--- src/rtl/cpu_pkg.sv ---
// Shared encodings for the execute stage: ALU control, funct codes,
// control-vector bit positions and the multiplier state type.
package cpu_pkg;

    localparam logic [1:0] ALU_ADD   = 2'b00;
    localparam logic [1:0] ALU_SUB   = 2'b01;
    localparam logic [1:0] ALU_RTYPE = 2'b10;
    localparam logic [1:0] ALU_ORI   = 2'b11;

    localparam logic [5:0] FN_ADD   = 6'h20;
    localparam logic [5:0] FN_ADDU  = 6'h21;
    localparam logic [5:0] FN_SUB   = 6'h22;
    localparam logic [5:0] FN_SUBU  = 6'h23;
    localparam logic [5:0] FN_AND   = 6'h24;
    localparam logic [5:0] FN_OR    = 6'h25;
    localparam logic [5:0] FN_XOR   = 6'h26;
    localparam logic [5:0] FN_NOR   = 6'h27;
    localparam logic [5:0] FN_SLT   = 6'h2A;
    localparam logic [5:0] FN_SLTU  = 6'h2B;
    localparam logic [5:0] FN_MFHI  = 6'h10;
    localparam logic [5:0] FN_MFLO  = 6'h12;
    localparam logic [5:0] FN_MULT  = 6'h18;
    localparam logic [5:0] FN_MULTU = 6'h19;

    // Positions inside the [0:8] control vector
    localparam int CB_ALUSRC = 1;
    localparam int CB_BRANCH = 2;

    typedef enum logic [1:0] {
        ST_IDLE = 2'b00,
        ST_BUSY = 2'b01,
        ST_DONE = 2'b10
    } mult_state_e;

    // Magnitude of a two's-complement word; 0x80000000 maps to itself,
    // which is the correct unsigned magnitude 2^31.
    function automatic logic [31:0] abs32(input logic [31:0] v);
        return v[31] ? (32'd0 - v) : v;
    endfunction

endpackage

--- src/rtl/mult_unit.sv ---
// Iterative 32-step shift-add multiplier with HI/LO result registers.
// Signed operation multiplies magnitudes and negates the 64-bit product
// at the end when the operand signs differ.
module mult_unit
    import cpu_pkg::*;
(
    input  logic        clock,
    input  logic        reset,
    input  logic        start,
    input  logic        signed_op,
    input  logic [31:0] a,
    input  logic [31:0] b,
    output logic        busy,
    output logic [31:0] hi,
    output logic [31:0] lo
);

    mult_state_e state_q, state_d;
    logic [4:0]  count_q, count_d;
    logic [63:0] acc_q, acc_d;
    logic [31:0] a_q, a_d;
    logic [31:0] b_q, b_d;
    logic        neg_q, neg_d;
    logic [31:0] hi_q, hi_d;
    logic [31:0] lo_q, lo_d;

    logic [63:0] partial_s;
    logic [63:0] acc_step_s;
    logic [63:0] product_s;

    // Next-state, datapath step and busy (stall) generation
    always_comb begin
        state_d    = state_q;
        count_d    = count_q;
        acc_d      = acc_q;
        a_d        = a_q;
        b_d        = b_q;
        neg_d      = neg_q;
        hi_d       = hi_q;
        lo_d       = lo_q;
        busy       = 1'b0;
        partial_s  = b_q[count_q] ? ({32'd0, a_q} << count_q) : 64'd0;
        acc_step_s = acc_q + partial_s;
        product_s  = neg_q ? (64'd0 - acc_step_s) : acc_step_s;
        case (state_q)
            ST_IDLE: begin
                if (start) begin
                    busy    = 1'b1;
                    a_d     = signed_op ? abs32(a) : a;
                    b_d     = signed_op ? abs32(b) : b;
                    neg_d   = signed_op & (a[31] ^ b[31]);
                    acc_d   = 64'd0;
                    count_d = 5'd0;
                    state_d = ST_BUSY;
                end else begin
                    state_d = ST_IDLE;
                end
            end
            ST_BUSY: begin
                busy    = 1'b1;
                acc_d   = acc_step_s;
                count_d = count_q + 5'd1;
                if (count_q == 5'd31) begin
                    hi_d    = product_s[63:32];
                    lo_d    = product_s[31:0];
                    state_d = ST_DONE;
                end else begin
                    state_d = ST_BUSY;
                end
            end
            ST_DONE: begin
                // The held multiply leaves EX now; a start seen here is ignored
                state_d = ST_IDLE;
            end
            default: begin
                state_d = ST_IDLE;
            end
        endcase
    end

    // State, operand, accumulator and HI/LO registers with synchronous reset
    always_ff @(posedge clock) begin
        if (reset) begin
            state_q <= ST_IDLE;
            count_q <= 5'd0;
            acc_q   <= 64'd0;
            a_q     <= 32'd0;
            b_q     <= 32'd0;
            neg_q   <= 1'b0;
            hi_q    <= 32'd0;
            lo_q    <= 32'd0;
        end else begin
            state_q <= state_d;
            count_q <= count_d;
            acc_q   <= acc_d;
            a_q     <= a_d;
            b_q     <= b_d;
            neg_q   <= neg_d;
            hi_q    <= hi_d;
            lo_q    <= lo_d;
        end
    end

    assign hi = hi_q;
    assign lo = lo_q;

endmodule

--- src/rtl/ex_stage.sv ---
// Execute stage: ALU, branch target, pass-throughs, and the multiplier
// stall that freezes the front of the pipeline and bubbles EX/MEM.
module ex_stage
    import cpu_pkg::*;
(
    input  logic        clock,
    input  logic        reset,
    input  logic [31:0] inR1,
    input  logic [31:0] inR2,
    input  logic [31:0] inAddress,
    input  logic [1:0]  inAluCtrl,
    input  logic [0:8]  inControlBits,
    input  logic [4:0]  inWriteRegister,
    input  logic [31:0] inPc,
    output logic [31:0] outAluResult,
    output logic        outZero,
    output logic [31:0] outBranchTarget,
    output logic [31:0] outR2,
    output logic [0:8]  outControlBits,
    output logic [4:0]  outWriteRegister,
    output logic        stall
);

    logic [5:0]  funct_s;
    logic [31:0] opb_s;
    logic [31:0] alu_res_s;
    logic        mul_start_s;
    logic        mul_signed_s;
    logic        mul_busy_s;
    logic [31:0] hi_s;
    logic [31:0] lo_s;

    assign funct_s = inAddress[5:0];

    // Operand B select and ALU / HI / LO result mux
    always_comb begin
        opb_s     = inControlBits[CB_ALUSRC] ? inAddress : inR2;
        alu_res_s = 32'd0;
        case (inAluCtrl)
            ALU_ADD: alu_res_s = inR1 + opb_s;
            ALU_SUB: alu_res_s = inR1 - opb_s;
            ALU_ORI: alu_res_s = inR1 | {16'd0, inAddress[15:0]};
            ALU_RTYPE: begin
                case (funct_s)
                    FN_ADD, FN_ADDU: alu_res_s = inR1 + opb_s;
                    FN_SUB, FN_SUBU: alu_res_s = inR1 - opb_s;
                    FN_AND:  alu_res_s = inR1 & opb_s;
                    FN_OR:   alu_res_s = inR1 | opb_s;
                    FN_XOR:  alu_res_s = inR1 ^ opb_s;
                    FN_NOR:  alu_res_s = ~(inR1 | opb_s);
                    FN_SLT:  alu_res_s = ($signed(inR1) < $signed(opb_s)) ? 32'd1 : 32'd0;
                    FN_SLTU: alu_res_s = (inR1 < opb_s) ? 32'd1 : 32'd0;
                    FN_MFHI: alu_res_s = hi_s;
                    FN_MFLO: alu_res_s = lo_s;
                    default: alu_res_s = 32'd0;
                endcase
            end
            default: alu_res_s = 32'd0;
        endcase
    end

    // Multiply start decode; MULT and MULTU only, both yield ALU result 0
    always_comb begin
        mul_start_s  = 1'b0;
        mul_signed_s = 1'b0;
        if (inAluCtrl == ALU_RTYPE) begin
            if (funct_s == FN_MULT) begin
                mul_start_s  = 1'b1;
                mul_signed_s = 1'b1;
            end else if (funct_s == FN_MULTU) begin
                mul_start_s  = 1'b1;
            end else begin
                mul_start_s  = 1'b0;
            end
        end else begin
            mul_start_s = 1'b0;
        end
    end

    mult_unit u_mult (
        .clock     (clock),
        .reset     (reset),
        .start     (mul_start_s),
        .signed_op (mul_signed_s),
        .a         (inR1),
        .b         (inR2),
        .busy      (mul_busy_s),
        .hi        (hi_s),
        .lo        (lo_s)
    );

    // Stage outputs; control is squashed to a bubble while stalling
    always_comb begin
        outAluResult     = alu_res_s;
        outZero          = (alu_res_s == 32'd0);
        outBranchTarget  = inPc + {inAddress[29:0], 2'b00};
        outR2            = inR2;
        outWriteRegister = inWriteRegister;
        stall            = mul_busy_s;
        if (mul_busy_s) begin
            outControlBits = 9'd0;
        end else begin
            outControlBits = inControlBits;
        end
    end

endmodule

--- config.mk ---
export PLATFORM = sky130hd
export DESIGN_NAME = ex_stage
export DESIGN_NICKNAME = d
export VERILOG_FILES = /design/src/rtl/cpu_pkg.sv /design/src/rtl/mult_unit.sv /design/src/rtl/ex_stage.sv
export SDC_FILE = /design/constraint.sdc
export NUM_CORES = 1
export LEC_CHECK = 0
export CAP_MARGIN = 20
export CORE_MARGIN = 8
export CORE_UTILIZATION = 23
export CTS_CLUSTER_DIAMETER = 50
export CTS_CLUSTER_SIZE = 40
export DETAILED_ROUTE_END_ITERATION = 16
export DONT_BUFFER_PORTS = 1
export SLEW_MARGIN = 20
export SYNTH_ARGS = -nofsm -noshare
export SYNTH_HDL_FRONTEND = slang
export SYNTH_SLANG_ARGS = --single-unit
--- constraint.sdc ---
create_clock -name clock -period 7.1 [get_ports clock]
set_input_delay 1.42 -clock clock [delete_from_list [all_inputs] [get_ports clock]]
set_output_delay 1.42 -clock clock [all_outputs]
set_load 0.02 [all_outputs]
==> results.py, run 1 <==
metrics = {
    "synth": {
        "syn_inst": 3498,
        "yosysTopAreaCellShare": 0.1582,
        "synth_most_common_cell": "nor2_1",
        "postSynth.asyncResetShare": 0,
        "synth_flop_cell": "dfxtp_1",
        "yosysSeqAreaShare": 0.1582,
        "synth_common_cells": "nor2_1, nand2_1, a21oi_1",
        "ys_seq_elements": 200,
        "yosys.area.top_type": "dfxtp_1",
        "synth_warnings": 0,
        "avgSynthCellArea_um2": 7.235,
        "synth_edf_count": 0,
        "syn_area_um2": 25310,
        "synth_fp_nets": 3846,
        "synth_area_leaders": "dfxtp_1, ha_1, nor2_1",
        "yosysUniqueCellTypes": 98,
    },
    "grt": {
        "grt_max_degree": 201,
        "antenna_found_initial": 5,
        "met3_usage": 0.04194,
        "grt_pass1_wl_mm": 172.5,
        "first_global_vias": 26910,
        "met2_usage": 0.2922,
        "grt_usage": 0.1817,
        "met1_usage": 0.2322,
        "grt_busiest_layer": "met2",
        "grt_overflow": 0,
    },
    "sta": {
        "setup_slack_ps": -177.6,
        "slew_headroom": 0.3931,
        "fin_skew_ps": 27.32,
        "period_share": 1.025,
        "setup_tns_ps": -177.6,
        "finalHoldViolCount": 0,
        "final_max_slew_viol_count": 0,
        "rsz0062_at_grt": "true",
        "holdWs_ps": 462.6,
        "finalSetupViolCount": 1,
        "tightest_slew_ps": 906.9,
        "fmax_ghz": 0.1374,
        "min_period_ps": 7278,
    },
    "layout": {
        "fin_cells": 5149,
        "fin_util": 0.2834,
        "drive_gt1_frac": 0.1940,
        "area_growth_pct": 22.06,
        "final_nets": 4067,
        "final_area_um2": 30890,
    },
    "power_and_ir_drop": {
        "ir_worst_vdd_v": 0.0001303,
        "p_leak_uw": 0.01218,
        "cellPowerDensity_nw_per_um2": 112.6,
    },
    "critical_path": {
        "r2r_end": "u_mult.hi[30]",
        "cp-start-kind": "input port",
        "worst-path-buf-inv": 1,
        "path_max_fanout": 35,
        "worstPathCellList": "mux2i_1, buf_4, ha_1, o21ai_0, nor2_1, a21oi_2, o211ai_1, a311o_1, nand4_1, nand3_1, xor2_1, a221oi_1, o21ai_1, or4_4, or4b_4, nor3_4",
        "cp_data_required_time_ps": 5680,
        "worst_r2r_path_depth": 25,
        "path_class": "input port to output port",
        "ff2ff_setup_slack_ps": 180,
        "cp.depth": 16,
        "critPathSlowestCell": "or4_4",
        "regToRegStartpoint": "u_mult.count_q[0]",
        "cp.arrival_ps": 5860,
        "end_kind": "output port",
        "crit_family": "compound AO/OA/AOI/OAI gates",
        "cpPeakStageDelay_ps": 560,
    },
    "floorplanning": {
        "num_rows": 121,
        "dieArea_um2": 120900,
        "die_w_um": 347.7,
        "die_y_um": 347.7,
        "initial_core_util": 0.2322,
        "core_um2": 109000,
        "ios": 258,
    },
    "clock_tree": {
        "ctsRootBufferMaster": "clkbuf_16",
        "max-clock-path-buffers": 2,
        "numCtsBuffers": 17,
        "cts.sinks": 200,
        "cts_tree": "built",
        "hold_buffers": 0,
        "cts_max_level": 4,
        "clk_latency_ps": 510,
        "clkTransAtPathRegs_ps": 80,
    },
    "job": {
        "maxCapViolCount": 0,
    },
    "routing": {
        "num_vias": 28550,
        "drt_iter0_markers": 2985,
        "drt_wl_total_mm": 116.7,
        "post_drt_wl_per_cell_um": 22.66,
        "drtPass1Iterations": 8,
        "routed_via_density": 5.545,
        "ant_nets": 0,
        "route.detailed.drc": 0,
    },
    "outcome": {
        "failed_checks": "setup timing",
        "outcome": "finished with violations",
    },
    "placement": {
        "dp.cells": 5103,
        "dpl_cell_area_um2": 29520,
        "gp_congestion": 1.020,
        "dpl.hpwl_mm": 94.67,
        "numPortBuffers": 0,
    },
    "hold_path": {
        "worstHoldPathType": "register to register",
        "min_to": "u_mult.lo[0]",
        "hold_start": "u_mult.lo[0]",
        "whs_path_depth": 2,
    },
}
==> state kept, by name, summed over array words and instances (netlist names) <==
name	cells
u_mult.neg_q	1
u_mult.acc_q	64
u_mult.b_q	32
u_mult.hi	32
u_mult.state_q	2
u_mult.lo	32
u_mult.count_q	5
u_mult.a_q	32
==> metal layers <==
layer  up-vias  wire (um)
met5         -         14
met4         2       5629
met3       245       9925
met2      1301      51900
met1     13640      49180
li1      13370          -
==> cell type report <==
cell class,instances,area [um2]
Clock inverter,15,227.7
Multi-Input combinational cell,2886,20330
Antenna cell,3,7.507
Timing Repair Buffer,464,3545
Inverter,150,573.1
Fill cell,11890,78110
Clock buffer,17,425.4
Sequential cell,200,4013
Tap cell,1414,1769
==> cells in the final DEF, fill, tap and decap left out, drive strengths merged, types with 18 or more instances in the layout <==
cell / n
and2: 34
o21a: 25
buf: 464
nand2b: 34
inv: 152
xor2: 91
a221oi: 21
a211oi: 134
nand3: 92
xnor2: 108
nand2: 299
nor2: 411
a22oi: 47
mux2: 26
ha: 198
mux4: 33
o211ai: 38
nor4: 41
a222oi: 25
a21o: 60
dfxtp: 200
nor3: 73
nor2b: 33
nand4: 25
a21oi: 266
o31ai: 41
mux2i: 87
a31oi: 48
o22ai: 18
or2: 22
or3: 41
o21bai: 23
or4: 24
and3: 39
o21ai: 206
==> how the worst max path moves through the flow <==
stage,startpoint,endpoint
after floorplan,inControlBits[1],outZero
after global placement,inR2[0],outZero
after detailed placement,inR2[0],outZero
after CTS,inR2[1],outZero
after global routing,inR2[0],outZero
final,inControlBits[1],outZero
==> report_power, final <==
part	leakage (uW)	total, uW	internal, uW	switching (uW)
sequential	0.00161	1130	1120	2.42
clock	0.000308	1080	495	588
combinational	0.0103	1270	518	751
total	0.0122	3480	2140	1340
==> stage by stage <==
step                      setup WS (ps)  total power, uW
after global routing             -254.1             3631
after CTS                        -216.0             3461
after global placement           -516.2             2334
final                            -177.6             3477
after floorplan                   17.59             1942
after detailed placement         -553.1             2334
==> tightest hold or removal path, cell delays in order, from the launching register on <==
cell,delay (ps)
dfxtp_1,320
nand2_1,50
a21oi_1,50
==> cells by family (layout without fill, tap and decap cells) <==
logic type	count (synthesis)	count (layout)	synth area share
compound gates	1121	1121	0.2982
xor+xnor	199	199	0.06887
fa+ha+maj	202	202	0.1011
buf+inv	412	646	0.06729
flops	200	200	0.1582
mux	146	146	0.07535
other cells	0	3	0
simple gates	1218	1218	0.2310
==> what timing repair did <==
action,4_1_cts,5_1_grt
setup buffers,9,2
pin swaps,30,28
setup endpoints to repair,16,26
resized for setup,47,79
(Power assumes the default switching activity.)
==> inputs of run 2 (changes only) <==
--- a/config.mk
+++ b/config.mk
@@ -11,8 +11,6 @@
 export CTS_CLUSTER_DIAMETER = 50
 export CTS_CLUSTER_SIZE = 40
 export DETAILED_ROUTE_END_ITERATION = 16
-export DONT_BUFFER_PORTS = 1
-export SLEW_MARGIN = 20
 export SYNTH_ARGS = -nofsm -noshare
 export SYNTH_HDL_FRONTEND = slang
 export SYNTH_SLANG_ARGS = --single-unit
==> constraint.sdc (replaced) <==
create_clock -name clock -period 6.2 [get_ports clock]
set_input_delay 1.24 -clock clock [delete_from_list [all_inputs] [get_ports clock]]
set_output_delay 1.24 -clock clock [all_outputs]
set_load 0.02 [all_outputs]
==> run 2 against run 1 <==
The flow still finishes with violations (setup timing). Cell count is 18% higher. Clock power is 9% higher. Wire length is 12% higher. Critical path depth is 6 higher. Die area stayed put. Flip-flop and latch count stayed put. First-iteration DRC count is 12% higher. Combinational power is 80% higher. Total power is 37% higher. Core utilization is 9.0 points higher. Register-to-register slack worse by 610 ps. Global-route usage is 2.0 points higher. Largest cell class unchanged.
==> results.py, run 2 (synthesis gave the netlist of run 1 again) <==
metrics = {
    "outcome": {
        "outcome": "finished with violations",
        "failed_checks": "setup timing",
    },
    "grt": {
        "grt_busiest_layer": "met2",
        "met3_usage": 0.03059,
        "grt_pass1_wl_mm": 191.5,
        "met1_usage": 0.2627,
        "met2_usage": 0.3381,
        "grt_usage": 0.2013,
        "first_global_vias": 30750,
        "antenna_found_initial": 3,
        "grt_max_degree": 118,
        "grt_overflow": 0,
    },
    "sta": {
        "fin_skew_ps": 16.50,
        "slew_headroom": 0.2678,
        "setup_tns_ps": -10840,
        "finalHoldViolCount": 0,
        "min_period_ps": 7212,
        "rsz0062_at_grt": "true",
        "final_max_slew_viol_count": 0,
        "fmax_ghz": 0.1387,
        "finalSetupViolCount": 37,
        "setup_slack_ps": -1012,
        "period_share": 1.163,
        "tightest_slew_ps": 1098,
    },
    "hold_path": {
        "worstHoldPathType": "register to register",
    },
    "clock_tree": {
        "clkTransAtPathRegs_ps": 80,
        "hold_buffers": 0,
        "clk_latency_ps": 500,
        "ctsRootBufferMaster": "clkbuf_16",
        "max-clock-path-buffers": 2,
        "cts_tree": "built",
        "numCtsBuffers": 17,
        "cts_max_level": 4,
        "cts.sinks": 200,
    },
    "placement": {
        "dpl.hpwl_mm": 106.1,
        "dp_slack_ps": -2333,
        "numPortBuffers": 243,
        "gp_congestion": 1.013,
        "dp.cells": 5968,
    },
    "critical_path": {
        "end_kind": "output port",
        "path_class": "input port to output port",
        "cp_data_required_time_ps": 4960,
        "path_max_fanout": 6,
        "cp-start-kind": "input port",
        "cp.arrival_ps": 5970,
    },
    "layout": {
        "final_common_cell": "buf_4",
        "area_growth_pct": 60.69,
        "regMostFlops": "u_mult.acc_q",
        "fin_util": 0.3731,
        "drive_gt1_frac": 0.3637,
        "n_fill_cell": 11210,
        "final_cell_mix": "buf_4, nor2_1, nand2_1",
        "final_nets": 5007,
        "fin_cells": 6087,
        "largest_register_ffs": 64,
    },
    "routing": {
        "drt_wl_total_mm": 130.4,
        "post_drt_wl_per_cell_um": 21.42,
        "drtPass1Iterations": 6,
        "num_vias": 32290,
        "route.detailed.drc": 0,
        "drt_iter0_markers": 3334,
        "ant_nets": 0,
        "routed_via_density": 5.304,
    },
    "job": {
        "maxCapViolCount": 0,
    },
    "power_and_ir_drop": {
        "p_leak_uw": 0.01704,
        "ir_worst_vdd_v": 0.0001265,
        "cellPowerDensity_nw_per_um2": 117.0,
    },
    "floorplanning": {
        "die_w_um": 347.7,
        "die_y_um": 347.7,
        "dieArea_um2": 120900,
        "core_um2": 109000,
        "ios": 258,
        "initial_core_util": 0.2322,
        "num_rows": 121,
    },
}
## run 2: cell types whose count changed in the layout (fill, tap and decap cells not counted), sizes merged
cell / previous run / this run
buf: 464 / 1194
bufinv: 0 / 1
clkbuf: 17 / 20
clkdlybuf4s15: 0 / 3
clkdlybuf4s50: 0 / 173
clkinv: 10 / 7
clkinvlp: 3 / 2
diode: 3 / 1
dlygate4sd2: 0 / 27
dlymetal6s2s: 0 / 5
inv: 152 / 154
## run 2: final timing paths
check / start / endpoint / slack (ps) / cells after the start
setup / recovery: inControlBits[1] / outZero / -1010 / 22
hold / removal: u_mult.b_q[30] / u_mult.b_q[30] / 460 / 2
setup reg to reg: u_mult.count_q[0] / u_mult.hi[31] / -430 / 22
hold reg to reg: u_mult.b_q[30] / u_mult.b_q[30] / 460 / 2
## run 2: final cells by class
type,count,area [um2],area share
Timing Repair Buffer,1404,11590,0.2851
Inverter,150,568.0,0.01397
Multi-Input combinational cell,2886,22130,0.5441
Clock buffer,18,429.2,0.01055
Antenna cell,1,2.502,0.00006154
Clock inverter,14,162.7,0.004000
Sequential cell,200,4013,0.09867
Tap cell,1414,1769,0.04351
## run 2: what timing repair did
item | in CTS | in global routing
cloned | 0 | 1
pin swaps | 157 | 159
setup buffers | 50 | 48
resized for setup | 410 | 242
setup endpoints to repair | 82 | 64
## run 2: power breakdown
group	internal (uW)	total (uW)	switching, uW
combinational	1100	2290	1200
clock	572	1180	604
sequential	1290	1290	2.98
## run 2: worst max-delay path: stages
cell	delay, ps
buf_8	80
buf_12	150
buf_8	130
mux2i_1	180
buf_4	190
ha_4	220
buf_6	120
a221oi_4	330
buf_4	170
o211ai_1	200
o211a_1	330
buf_6	150
o21ai_4	190
a21oi_2	110
mux2i_1	190
xnor2_1	160
o221ai_2	150
or4_4	560
nor4_2	230
or4b_4	510
nor3_4	200
buf_6	150
## run 2: layer usage
layer,wire length [um],up-vias
met5,13,-
met4,5263,2
met1,55980,15450
li1,-,15250
met2,60050,1352
met3,9050,233
## run 2: per-stage QoR
stage / instance area, um2 / hold WS (ps) / power, uW
final: 40670 / 458.3 / 4756
after global routing: 40670 / 495.9 / 4942
after CTS: 39210 / 461.2 / 4651
after detailed placement: 36790 / 449.6 / 3353
after global placement: 36790 / 444.5 / 3355
after floorplan: 25530 / 427.1 / 2228
